===== src/rtl/vga_pkg.sv =====
// Shared constants, pattern encoding and the bounce helper for the VGA test-pattern path.
package vga_pkg;

    localparam int H_VISIBLE    = 640;
    localparam int V_VISIBLE    = 480;
    localparam int VGA_PIPE_LAT = 2;

    typedef enum logic [1:0] {
        PAT_GRID  = 2'd0,
        PAT_BARS  = 2'd1,
        PAT_CHECK = 2'd2,
        PAT_BOX   = 2'd3
    } pattern_t;

    // Returns {dir_up_next, pos_next}; the direction flips on the update that lands on a limit.
    function automatic logic [10:0] bounce_step(input logic [9:0] pos,
                                                input logic       dir_up,
                                                input logic [9:0] lim);
        logic [9:0] nxt;
        logic       ndir;
        if (dir_up) begin
            if (pos >= lim) begin
                nxt  = lim;
                ndir = 1'b0;
            end else begin
                nxt  = pos + 10'd1;
                ndir = (nxt != lim);
            end
        end else begin
            if (pos == 10'd0) begin
                nxt  = 10'd0;
                ndir = 1'b1;
            end else begin
                nxt  = pos - 10'd1;
                ndir = (nxt == 10'd0);
            end
        end
        return {ndir, nxt};
    endfunction

endpackage


===== src/rtl/vga_pattern_gen_if.sv =====
// Timing-in / pixel-out bundle between the VGA timing source and the pattern generator.
interface vga_pattern_gen_if;
    logic       visible;
    logic [9:0] row;
    logic [9:0] col;
    logic       h_sync_in;
    logic       v_sync_in;
    logic       mode_next;
    logic       R;
    logic       G;
    logic       B;
    logic       h_sync_out;
    logic       v_sync_out;
    logic [1:0] mode;
    logic       frame_tick;

    modport master (
        output visible, row, col, h_sync_in, v_sync_in, mode_next,
        input  R, G, B, h_sync_out, v_sync_out, mode, frame_tick
    );

    modport slave (
        input  visible, row, col, h_sync_in, v_sync_in, mode_next,
        output R, G, B, h_sync_out, v_sync_out, mode, frame_tick
    );
endinterface


===== src/rtl/vga_box_mover.sv =====
// Bouncing-box position: x/y step by one on each frame tick and reverse at the edges.
// Single-cycle update when step is high; no backpressure.
module vga_box_mover #(
    parameter logic [9:0] X_MAX = 10'd608,
    parameter logic [9:0] Y_MAX = 10'd448
) (
    input  logic       clk,
    input  logic       rst,
    input  logic       step,
    output logic [9:0] x,
    output logic [9:0] y
);
    import vga_pkg::*;

    logic        x_up;
    logic        y_up;
    logic [10:0] x_nxt;
    logic [10:0] y_nxt;

    assign x_nxt = bounce_step(x, x_up, X_MAX);
    assign y_nxt = bounce_step(y, y_up, Y_MAX);

    always_ff @(posedge clk or posedge rst) begin
        if (rst) begin
            x    <= 10'd0;
            y    <= 10'd0;
            x_up <= 1'b1;
            y_up <= 1'b1;
        end else if (step) begin
            {x_up, x} <= x_nxt;
            {y_up, y} <= y_nxt;
        end
    end

endmodule


===== src/rtl/vga_pattern_gen.sv =====
// Test-pattern generator fed by VGA timing: grid, bars, checker, bouncing box.
// Every output lags its inputs by exactly 2 pixel clocks; pixel-rate stream, no backpressure.
module vga_pattern_gen #(
    parameter int H_VISIBLE       = vga_pkg::H_VISIBLE,
    parameter int V_VISIBLE       = vga_pkg::V_VISIBLE,
    parameter int BOX_SIZE        = 32,
    parameter int FRAMES_PER_MODE = 120,
    parameter int AUTO_CYCLE      = 1
) (
    input  logic              pixel_clk,
    input  logic              reset,
    vga_pattern_gen_if.slave  bus
);
    import vga_pkg::*;

    localparam logic [9:0]  X_MAX      = 10'(H_VISIBLE - BOX_SIZE);
    localparam logic [9:0]  Y_MAX      = 10'(V_VISIBLE - BOX_SIZE);
    localparam logic [9:0]  ROW_LAST   = 10'(V_VISIBLE - 1);
    localparam logic [9:0]  COL_LAST   = 10'(H_VISIBLE - 1);
    localparam logic [7:0]  FRAME_LAST = 8'(FRAMES_PER_MODE - 1);
    localparam logic [10:0] BOX_EXT    = 11'(BOX_SIZE);

    // Stage 1: registered timing inputs
    logic       s1_vis;
    logic [9:0] s1_row;
    logic [9:0] s1_col;
    logic       s1_hs;
    logic       s1_vs;

    // Stage 2: registered pixel and syncs
    logic [2:0] rgb_q;
    logic       hs_q;
    logic       vs_q;
    logic       frame_tick_q;

    logic [1:0] mode_q;
    logic [7:0] frame_cnt;
    logic       pending;

    logic [9:0] box_x;
    logic [9:0] box_y;

    logic       frame_start;
    logic       auto_hit;
    logic       advance;
    logic [2:0] pat;
    logic [2:0] rgb_next;
    logic       grid_hit;
    logic       in_box;
    logic [10:0] col_ext;
    logic [10:0] row_ext;
    logic [10:0] x_end;
    logic [10:0] y_end;

    always_ff @(posedge pixel_clk or posedge reset) begin
        if (reset) begin
            s1_vis <= 1'b0;
            s1_row <= 10'd0;
            s1_col <= 10'd0;
            s1_hs  <= 1'b1;
            s1_vs  <= 1'b1;
        end else begin
            s1_vis <= bus.visible;
            s1_row <= bus.row;
            s1_col <= bus.col;
            s1_hs  <= bus.h_sync_in;
            s1_vs  <= bus.v_sync_in;
        end
    end

    // vs_q still holds the previous stage-1 v_sync, so this is the stage-1 falling edge.
    assign frame_start = vs_q & ~s1_vs;
    assign auto_hit    = (AUTO_CYCLE != 0) && (frame_cnt == FRAME_LAST);
    assign advance     = pending | bus.mode_next | auto_hit;

    always_ff @(posedge pixel_clk or posedge reset) begin
        if (reset) begin
            mode_q    <= 2'd0;
            frame_cnt <= 8'd0;
            pending   <= 1'b0;
        end else if (frame_start) begin
            if (advance) begin
                mode_q    <= mode_q + 2'd1;
                frame_cnt <= 8'd0;
                pending   <= 1'b0;
            end else begin
                frame_cnt <= frame_cnt + 8'd1;
            end
        end else if (bus.mode_next) begin
            pending <= 1'b1;
        end
    end

    vga_box_mover #(
        .X_MAX (X_MAX),
        .Y_MAX (Y_MAX)
    ) u_box (
        .clk  (pixel_clk),
        .rst  (reset),
        .step (frame_tick_q),
        .x    (box_x),
        .y    (box_y)
    );

    // Box bounds in 11 bits so x+BOX_SIZE never wraps.
    assign col_ext = {1'b0, s1_col};
    assign row_ext = {1'b0, s1_row};
    assign x_end   = {1'b0, box_x} + BOX_EXT;
    assign y_end   = {1'b0, box_y} + BOX_EXT;

    always_comb begin
        grid_hit = 1'b0;
        in_box   = 1'b0;
        pat      = 3'b000;
        rgb_next = 3'b000;

        grid_hit = (s1_row[2:0] == 3'd0) || (s1_col[2:0] == 3'd0) ||
                   (s1_row == 10'd0) || (s1_row == ROW_LAST) ||
                   (s1_col == 10'd0) || (s1_col == COL_LAST);
        in_box   = (col_ext >= {1'b0, box_x}) && (col_ext < x_end) &&
                   (row_ext >= {1'b0, box_y}) && (row_ext < y_end);

        case (mode_q)
            PAT_GRID:  pat = grid_hit ? 3'b111 : 3'b000;
            PAT_BARS:  pat = s1_col[9:7];
            PAT_CHECK: pat = {3{s1_row[5] ^ s1_col[5]}};
            PAT_BOX:   pat = in_box ? 3'b100 : 3'b001;
            default:   pat = 3'b000;
        endcase

        rgb_next = s1_vis ? pat : 3'b000;
    end

    always_ff @(posedge pixel_clk or posedge reset) begin
        if (reset) begin
            rgb_q        <= 3'b000;
            hs_q         <= 1'b1;
            vs_q         <= 1'b1;
            frame_tick_q <= 1'b0;
        end else begin
            rgb_q        <= rgb_next;
            hs_q         <= s1_hs;
            vs_q         <= s1_vs;
            frame_tick_q <= frame_start;
        end
    end

    assign bus.R          = rgb_q[2];
    assign bus.G          = rgb_q[1];
    assign bus.B          = rgb_q[0];
    assign bus.h_sync_out = hs_q;
    assign bus.v_sync_out = vs_q;
    assign bus.mode       = mode_q;
    assign bus.frame_tick = frame_tick_q;

endmodule


===== src/flat_wrapper.sv =====
// flat-port wrapper written by rule: the top's interface ports become plain ports
module vga_pattern_gen_flat import vga_pkg::*;
#(
    parameter int H_VISIBLE       = vga_pkg::H_VISIBLE,
    parameter int V_VISIBLE       = vga_pkg::V_VISIBLE,
    parameter int BOX_SIZE        = 32,
    parameter int FRAMES_PER_MODE = 120,
    parameter int AUTO_CYCLE      = 1
)
  (pixel_clk, reset, bus_visible, bus_row, bus_col, bus_h_sync_in, bus_v_sync_in, bus_mode_next, bus_R, bus_G, bus_B, bus_h_sync_out, bus_v_sync_out, bus_mode, bus_frame_tick);
  vga_pattern_gen_if bus_i ();
  input  logic pixel_clk;
  input  logic reset;
  input wire logic [$bits(bus_i.visible)-1:0] bus_visible;
  input wire logic [$bits(bus_i.row)-1:0] bus_row;
  input wire logic [$bits(bus_i.col)-1:0] bus_col;
  input wire logic [$bits(bus_i.h_sync_in)-1:0] bus_h_sync_in;
  input wire logic [$bits(bus_i.v_sync_in)-1:0] bus_v_sync_in;
  input wire logic [$bits(bus_i.mode_next)-1:0] bus_mode_next;
  output wire logic [$bits(bus_i.R)-1:0] bus_R;
  output wire logic [$bits(bus_i.G)-1:0] bus_G;
  output wire logic [$bits(bus_i.B)-1:0] bus_B;
  output wire logic [$bits(bus_i.h_sync_out)-1:0] bus_h_sync_out;
  output wire logic [$bits(bus_i.v_sync_out)-1:0] bus_v_sync_out;
  output wire logic [$bits(bus_i.mode)-1:0] bus_mode;
  output wire logic [$bits(bus_i.frame_tick)-1:0] bus_frame_tick;
  assign bus_i.visible = bus_visible;
  assign bus_i.row = bus_row;
  assign bus_i.col = bus_col;
  assign bus_i.h_sync_in = bus_h_sync_in;
  assign bus_i.v_sync_in = bus_v_sync_in;
  assign bus_i.mode_next = bus_mode_next;
  assign bus_R = bus_i.R;
  assign bus_G = bus_i.G;
  assign bus_B = bus_i.B;
  assign bus_h_sync_out = bus_i.h_sync_out;
  assign bus_v_sync_out = bus_i.v_sync_out;
  assign bus_mode = bus_i.mode;
  assign bus_frame_tick = bus_i.frame_tick;
  vga_pattern_gen #(.H_VISIBLE(H_VISIBLE), .V_VISIBLE(V_VISIBLE), .BOX_SIZE(BOX_SIZE), .FRAMES_PER_MODE(FRAMES_PER_MODE), .AUTO_CYCLE(AUTO_CYCLE)) u_core (.pixel_clk(pixel_clk), .reset(reset), .bus(bus_i));
endmodule

===== config.mk =====
export PLATFORM = sky130hd
export DESIGN_NAME = vga_pattern_gen_flat
export DESIGN_NICKNAME = d
export VERILOG_FILES = /design/src/rtl/vga_pkg.sv /design/src/rtl/vga_pattern_gen_if.sv /design/src/rtl/vga_box_mover.sv /design/src/rtl/vga_pattern_gen.sv /design/src/flat_wrapper.sv
export SDC_FILE = /design/constraint.sdc
export NUM_CORES = 1
export LEC_CHECK = 0
export CAP_MARGIN = 20
export CORE_ASPECT_RATIO = 0.75
export CORE_MARGIN = 4
export CORE_UTILIZATION = 42
export DETAILED_ROUTE_END_ITERATION = 8
export GPL_ROUTABILITY_DRIVEN = 0
export PLACE_DENSITY = 0.6
export SLEW_MARGIN = 10
export SYNTH_ARGS = -nofsm -noshare
export SYNTH_HDL_FRONTEND = slang
export SYNTH_SLANG_ARGS = --single-unit

===== constraint.sdc =====
create_clock -name pixel_clk -period 7 [get_ports pixel_clk]
set_clock_uncertainty 0.1 [all_clocks]
set_input_delay 1.4 -clock pixel_clk [delete_from_list [all_inputs] [get_ports pixel_clk]]
set_output_delay 1.4 -clock pixel_clk [all_outputs]
set_load 0.02 [all_outputs]

==> summary.txt, run 1 <==
Outcome
  – Status: complete, no violations

Synth
  – Synth Register Bits: 62
  – Syn_area_per_cell: between 9 and 10 sq um
  – EDFF count, synth: 0
  – Mapped Nets: around 540
  – Post-Synth Adder-Cell Area: a little over an eighth
  – Simple-gate share of the synthesized area: around a fifth
  – Mux share of post-synthesis cell area: less than 1%
  – Synthesized area: about 4300 sq um
  – Mapped Cells: 468
  – Largest family of logic cells by synthesized area: compound AO/OA/AOI/OAI gates
  – Sequential share of the synthesized area: a little over a third
  – Primary FF master, synth: dfrtp_1
  – Synth cell types: 70
  – Synth Area in Compound Gates: about a fifth
  – Area share of xor/xnor cells in the synthesized design: 3.71%
  – Synth async-reset ratio: between 90% and 100%
  – Synth warn: 0

Layout
  – Fill cells: 920
  – Share of cells above drive strength 1: under 10%
  – Multi-input gate area: 2460 sq um
  – # nets final: between 500 and 600
  – # diodes: 0
  – Layout area overhead: 15.9%
  – Final instance area: slightly below 5000 sq um
  – Post-Layout Cell Count: between 600 and 700
  – Reg area: ~1600 sq um

Route
  – Drt first pass iters: 4
  – DRC errors left: 0
  – Drt via density: 5.77
  – First DRT Iteration DRCs: around 240
  – Post-Route WL: 10400 um
  – Via count: about 3600
  – DRT antenna net count: 0
  – Avg WL per Cell: 16.5 um

Power and ir drop
  – Power per cell area: around 370 nW/um^2
  – Share of power burned in registers: around 33%
  – Switching power: just under 800 uW
  – Leakage: approximately 0.002 uW
  – Clock power share: 23.0%
  – Pint: 1020 uW
  – Gate power share: between 40% and 50%
  – Sw Ratio: between 40% and 50%
  – Max IR drop VDD: approximately 200 uV

Die
  – I/O pins: 34
  – Die area: 11800 sq um
  – Core area: slightly below 10000 sq um
  – Initial Util: 43.5%
  – Die width: ~120 um
  – Die height: around 95 um
  – # rows: 31

Global routing
  – Remaining Overflow, GRT: 0
  – Initial antenna violation count: 0
  – Vias in the first global route: approximately 3400
  – Tot GR Track Use: a little under a fifth
  – First-pass GRT wire length: 17100 um
  – Largest net degree at the start of global routing: 63

Clock tree
  – H-tree levels: 3
  – Reg clk slew, reported paths: 0.06 ns
  – Post-cts gate resize count: 0
  – CTS tree: built
  – CTS Buf Count: 9
  – CTS Buffer Depth: 2
  – Worst-Skew Late Latency: approximately 0.33 ns
  – Clk sinks: between 60 and 70
  – Post-CTS setup buffer count: 0
  – Root Buffer: clkbuf_16
  – # hold bufs at CTS: 0

STA
  – RSZ-0062 raised after global routing: no
  – Fin crit share: around 42%
  – Slew @ Worst Pin: between 0.7 and 0.8 ns
  – Max Slew Vio Count: 0
  – Fin. Hold Viols: 0
  – Crit path time final: ~3.0 ns
  – Final setup vio count: 0
  – Rel. slew slack: between 40% and 50%
  – Setup TNS Final: 0 ns
  – Peak Freq: 0.338 GHz

Place
  – # port buffers: 33
  – # placed instances: 612
  – Detailed placer's ending HPWL: 7490 um
  – Placed Area: ~4700 sq um

Worst hold path
  – Hold Crit Class: flop to flop

Setup path
  – CP Capture Type: output pin
  – Crit-path slowest cell: clkdlybuf4s50_1
  – Arrival time at the worst endpoint: ~1.5 ns
  – Largest delay share family, worst path: buffers and inverters
  – Cell Chain, Critical Path: clkdlybuf4s50_1
  – Worst path required time: roughly 5.5 ns
  – CP max stage delay: 0.60 ns
  – Start-to-end type of the worst setup path: flop to output pin
  – Buf/Inv on CP: 1
  – Crit start category: flop
  – Peak fanout along the critical path: 2

Run
  – Max Cap Viol: 0
-- final timing paths --
path	startpoint	end	slack, ns	depth (start not counted)
min in group asynchronous	reset	u_core.rgb_q[2]	1.52	3
max in group asynchronous	reset	u_core.u_box.y[4]	4.76	3
worst min-delay path	u_core.s1_hs	u_core.bus.h_sync_out	0.26	0
worst max register to register	u_core.u_box.y[6]	u_core.rgb_q[0]	4.21	10
worst min register to register	u_core.s1_hs	u_core.bus.h_sync_out	0.26	0
worst max-delay path	u_core.bus.v_sync_out	bus_v_sync_out	4.04	1
-- cell type report --
class / count / area share, %
clock inverter: 5 / 0.736
tap: 132 / 3.35
sequential: 62 / 31.6
clock buffer: 10 / 4.85
multi-input combinational: 350 / 49.9
inverter: 33 / 2.51
timing repair buffer: 35 / 7.00
-- metrics by stage --
| step | worst slack [ns] | hold slack, ns | power (uW) | utilization, % |
|---|---|---|---|---|
| 4_1_cts | 4.01 | 0.257 | 1810 | 50.4 |
| 3_5_place_dp | 4.21 | 0.249 | 1380 | 47.6 |
| 2_1_floorplan | 3.97 | 0.245 | 1180 | - |
| 5_1_grt | 4.00 | 0.259 | 1950 | 50.4 |
| 6_report | 4.04 | 0.256 | 1800 | 50.4 |
| 3_3_place_gp | 4.21 | 0.246 | 1370 | 47.6 |
-- routing by layer --
| metal | vias up | track usage, % | share of wire (%) |
|---|---|---|---|
| met3 | 12 | 4.86 | 5.8 |
| met5 | - | 0 | 0 |
| met2 | 113 | 25.9 | 42 |
| li1 | 1770 | - | - |
| met1 | 1725 | 28.2 | 51 |
| met4 | 0 | 4.92 | 1.0 |
-- power by group through the flow --
stage | Combinational [uW] | Clock, uW | Sequential (uW)
2_1_floorplan | 665 | 0 | 511
3_3_place_gp | 772 | 0 | 594
3_5_place_dp | 787 | 0 | 594
5_1_grt | 898 | 443 | 609
4_1_cts | 793 | 426 | 589
6_report | 795 | 414 | 594
-- registers in the layout, indices dropped and copies added (netlist names), 2 cells and up --
register and flops:
u_core.frame_cnt 8, u_core.s1_col 10, u_core.u_box.y 10, u_core.u_box.x 10, u_core.s1_row 10, u_core.bus.mode 2
u_core.rgb_q 3
-- synth_stat cells, types with 2 or more instances --
cell	instances	area (sq um)
nand2_1	37	139
nand2b_1	6	37.5
o211ai_1	4	30.0
ha_1	45	563
nand3_1	28	140
and2_1	4	25.0
a21oi_1	25	125
dfstp_2	6	158
nand4_1	14	87.6
a41o_1	2	20.0
dfrtp_1	56	1400
and4_1	2	17.5
and3_1	5	31.3
a21o_1	8	60.1
o22ai_1	5	31.3
o21ai_0	28	140
buf_4	2	15.0
a211oi_1	5	37.5
xor2_1	4	35.0
nor3_1	12	60.1
a221oi_1	2	17.5
o31ai_1	4	30.0
o311ai_0	2	17.5
inv_1	33	124
clkbuf_1	15	56.3
a31oi_1	8	50.1
nor4_1	3	18.8
buf_2	5	25.0
a22o_1	5	43.8
nor2_1	27	101
nand3b_1	2	15.0
mux2i_1	3	30.0
o221ai_1	6	52.6
a31o_2	2	17.5
a22oi_1	4	30.0
a21oi_2	2	17.5
xnor2_1	14	123
-- kinds of logic (layout without fill, tap and decap cells) --
logic type	count (synthesis)	count (layout)
muxes	4	4
AOI/OAI and AO/OA	131	131
xor gates and xnor gates	18	18
buffers and inverters	56	83
and+or+nand+nor	151	151
adders and majority gates	46	46
DFF	62	62
-- cell usage in the layout (no fill, tap or decap), types with 3 or more instances in the layout --
master            n
xor2_1            4
o221ai_1          6
a22o_1            5
nand2_1          37
clkbuf_16         9
dfstp_2           6
o211ai_1          4
nor3_1           12
o31ai_1           4
nand4_1          14
inv_1            32
nor4_1            3
a211oi_1          5
a22oi_1           4
a31oi_1           8
a21oi_1          25
and3_1            5
o21ai_0          28
o22ai_1           5
nor2_1           27
mux2i_1           3
nand2b_1          6
clkdlybuf4s50_1  33
nand3_1          28
and2_1            4
clkinvlp_4        3
xnor2_1          14
ha_1             45
dfrtp_1          56
a21o_1            8
Power figures use the tool's default switching activity.
==> run 2, diff against run 1 <==
--- a/config.mk
+++ b/config.mk
@@ -11,7 +11,7 @@
 export CORE_UTILIZATION = 42
 export DETAILED_ROUTE_END_ITERATION = 8
 export GPL_ROUTABILITY_DRIVEN = 0
-export PLACE_DENSITY = 0.6
+export PLACE_DENSITY = 0.62
 export SLEW_MARGIN = 10
 export SYNTH_ARGS = -nofsm -noshare
 export SYNTH_HDL_FRONTEND = slang
==> constraint.sdc (replaced) <==
create_clock -name pixel_clk -period 2.5 [get_ports pixel_clk]
set_clock_uncertainty 0.1 [all_clocks]
set_input_delay 0.5 -clock pixel_clk [delete_from_list [all_inputs] [get_ports pixel_clk]]
set_output_delay 0.5 -clock pixel_clk [all_outputs]
set_load 0.02 [all_outputs]
==> run 2 against run 1 <==
  * Via count rose by 5.7%
  * Critical path depth grew 7
  * Worst hold slack better by 0.0049 ns
  * Register-to-register slack worse by 4.1 ns
  * Highest routed layer unchanged
  * Clock power rose to 3.4 times the previous value
  * Worst setup slack got worse by 4.0 ns
  * Sequential share of layout area shrank 1.6 points
  * Combinational power grew to 3.4 times the previous value
  * Design area up 5.4%
  * Sequential power up 150%
  * Critical path type is now flop to flop
==> summary.txt, run 2 (synthesized netlist as in run 1, its figures left out) <==
Power and ir drop
  – Leakage: 0.00221 uW (+7.6%)
  – Share of power burned in registers: 26.5% (-6.4 points)
  – Sw Ratio: 42.0% (-1.4 points)
  – Max IR drop VDD: 623 uV (+210%)
  – Switching power: 2360 uW (+200%)
  – Gate power share: 48.5% (+4.4 points)
  – Clock power share: 25.0% (+2.0 points)
  – Pint: 3250 uW (+220%)
  – Power per cell area: 1080 nW/um^2 (+200%)

Setup path
  – Largest delay share family, worst path: simple AND/OR/NAND/NOR gates
  – Worst R2R Start: u_core.u_box.y[0]
  – Crit start category: flop
  – Crit-path slowest cell: dfrtp_2
  – Arrival time at the worst endpoint: 2.53 ns (+1.07 ns)
  – RR Endpoint: u_core.u_box.y[4]
  – Cell Chain, Critical Path: inv_2, ha_2, or3b_4, nor4_4, a21oi_4, a22oi_2, o221ai_2, a21boi_1
  – R2R Setup Slk: 0.09 ns (-4.12 ns)
  – Start-to-end type of the worst setup path: flop to flop
  – CP max stage delay: 0.45 ns (-0.15 ns)
  – Buf/Inv on CP: 1 (unchanged)
  – CP Capture Type: flop
  – Peak fanout along the critical path: 7 (+5)
  – Reg2reg path depth: 8 (-2)
  – Worst path required time: 2.62 ns (-2.88 ns)

Route
  – First DRT Iteration DRCs: 283 (+19%)
  – Via count: 3826 (+5.7%)
  – Post-Route WL: 11200 um (+7.6%)
  – DRC errors left: 0 (unchanged)
  – Drt first pass iters: 5 (+1)
  – DRT antenna net count: 0 (unchanged)
  – Drt via density: 5.86 (+1.5%)
  – Avg WL per Cell: 17.1 um (+3.4%)

STA
  – Hold slack: 0.260 ns (+0.00486 ns)
  – Max Slew Vio Count: 0 (unchanged)
  – Setup TNS Final: 0 ns (unchanged)
  – Slew @ Worst Pin: 0.656 ns (-0.115 ns)
  – Crit path time final: ~2.4 ns
  – Peak Freq: 0.415 GHz
  – Fin. Hold Viols: 0 (unchanged)
  – Fin crit share: 96.5%
  – Final setup vio count: 0 (unchanged)
  – Rel. slew slack: 55.9% (+7.3 points)

Die
  – Initial Util: 43.5% (unchanged)
  – # rows: 31 (unchanged)
  – Die area: 11800 sq um (unchanged)
  – Die height: 95.1 um (unchanged)
  – I/O pins: 34 (unchanged)
  – Core area: 9770 sq um (unchanged)
  – Die width: 124 um (unchanged)

Outcome
  – Status: complete, no violations

Global routing
  – Largest net degree at the start of global routing: 49 (-22%)
  – First-pass GRT wire length: 18300 um (+6.9%)
  – Remaining Overflow, GRT: 0 (unchanged)
  – Initial antenna violation count: 0 (unchanged)
  – Tot GR Track Use: 20.1% (+1.6 points)
  – Vias in the first global route: 3641 (+6.0%)

Clock tree
  – H-tree levels: 3 (unchanged)
  – CTS tree: built
  – Clk sinks: 62 (unchanged)
  – CTS Buf Count: 9 (unchanged)
  – CTS Buffer Depth: 2 (unchanged)
  – Reg clk slew, reported paths: 0.06 ns (about the same)
  – Root Buffer: clkbuf_16
  – Worst-Skew Late Latency: 0.34 ns (about the same)

Layout
  – Post-Layout Cell Count: 653 (+4.1%)
  – # nets final: 587 (+4.4%)
  – # diodes: 0 (unchanged)
  – Layout area overhead: 22.2%
  – Commonest non-fill, non-tap cell in the layout: dfrtp_1
  – Core Util, Final: 53.2% (+2.7 points)
  – Most frequent cells in the layout: 54 x dfrtp_1, 43 x ha_1, 37 x nand2_1
  – Share of cells above drive strength 1: 13.6% (+5.7 points)

Worst hold path
  – Hold path start: u_core.s1_hs
  – Hold Crit Class: flop to flop
  – Hold path depth: 0 (unchanged)
  – Hold Path Sink: u_core.bus.h_sync_out

Place
  – Detailed placer's ending HPWL: 8090 um (+8.0%)
  – # placed instances: 635 (+3.8%)
  – # port buffers: 33 (unchanged)

Run
  – Max Cap Viol: 0 (unchanged)
==> run 2: cell count changes in the layout (fill, tap and decap cells not counted), sizes merged <==
cell,delta
clkinv,-2
inv,+4
clkbuf,-1
buf,+25
bufinv,+2
clkinvlp,-2
==> run 2: per-stage QoR <==
stage                     power, uW  instance area [sq um]  setup WS (ns)
after floorplan                3290                   4250          0.152
after global placement         4030                   4840          0.186
after detailed placement       4080                   4840          0.104
after CTS                      5540                   5170         0.0976
after global routing           6010                   5200        -0.0298
final                          5610                   5200         0.0885
==> run 2: final cells by class <==
cell class | count | area, sq um
tap | 132 | 165
clock inverter | 7 | 103
timing repair buffer | 60 | 546
multi-input combinational | 350 | 2470
sequential | 62 | 1560
inverter | 33 | 124
clock buffer | 9 | 225
fill | 899 | 4580
==> run 2: worst max-delay path by stage <==
stage / slack, ns / from / cells after the start / to
finish: 0.09 / u_core.u_box.y[0] / 8 / u_core.u_box.y[4]
global route: -0.03 / u_core.u_box.y[0] / 8 / u_core.u_box.y[4]
CTS: 0.1 / u_core.u_box.y[0] / 8 / u_core.u_box.y[4]
detailed placement: 0.10 / u_core.u_box.y[5] / 10 / u_core.rgb_q[0]
global placement: 0.19 / u_core.u_box.x[6] / 9 / u_core.rgb_q[0]
floorplan: 0.15 / u_core.u_box.y[5] / 11 / u_core.rgb_q[0]
==> run 2: per-layer routing <==
| metal | global-route usage [%] | part of all wire, % | up-vias |
|---|---|---|---|
| li1 | - | - | 1823 |
| met1 | 29.7 | 48 | 1815 |
| met2 | 29.3 | 42 | 175 |
| met3 | 5.40 | 8.1 | 13 |
| met4 | 4.83 | 1.2 | 0 |
| met5 | 0 | 0 | - |
==> run 2: what timing repair did <==
item | 4_1_cts | 5_1_grt
resized for setup | 0 | 8
setup buffers | 0 | 2
endpoints found under the setup margin | 0 | 4
hold buffers | 0 | 0
==> run 2: power groups by stage <==
stage / logic (uW) / registers [uW] / clock network, uW
after detailed placement: 2610 / 1480 / 0
after global routing: 3020 / 1510 / 1480
after floorplan: 1860 / 1430 / 0
after CTS: 2640 / 1470 / 1440
after global placement: 2560 / 1470 / 0
final: 2720 / 1480 / 1400
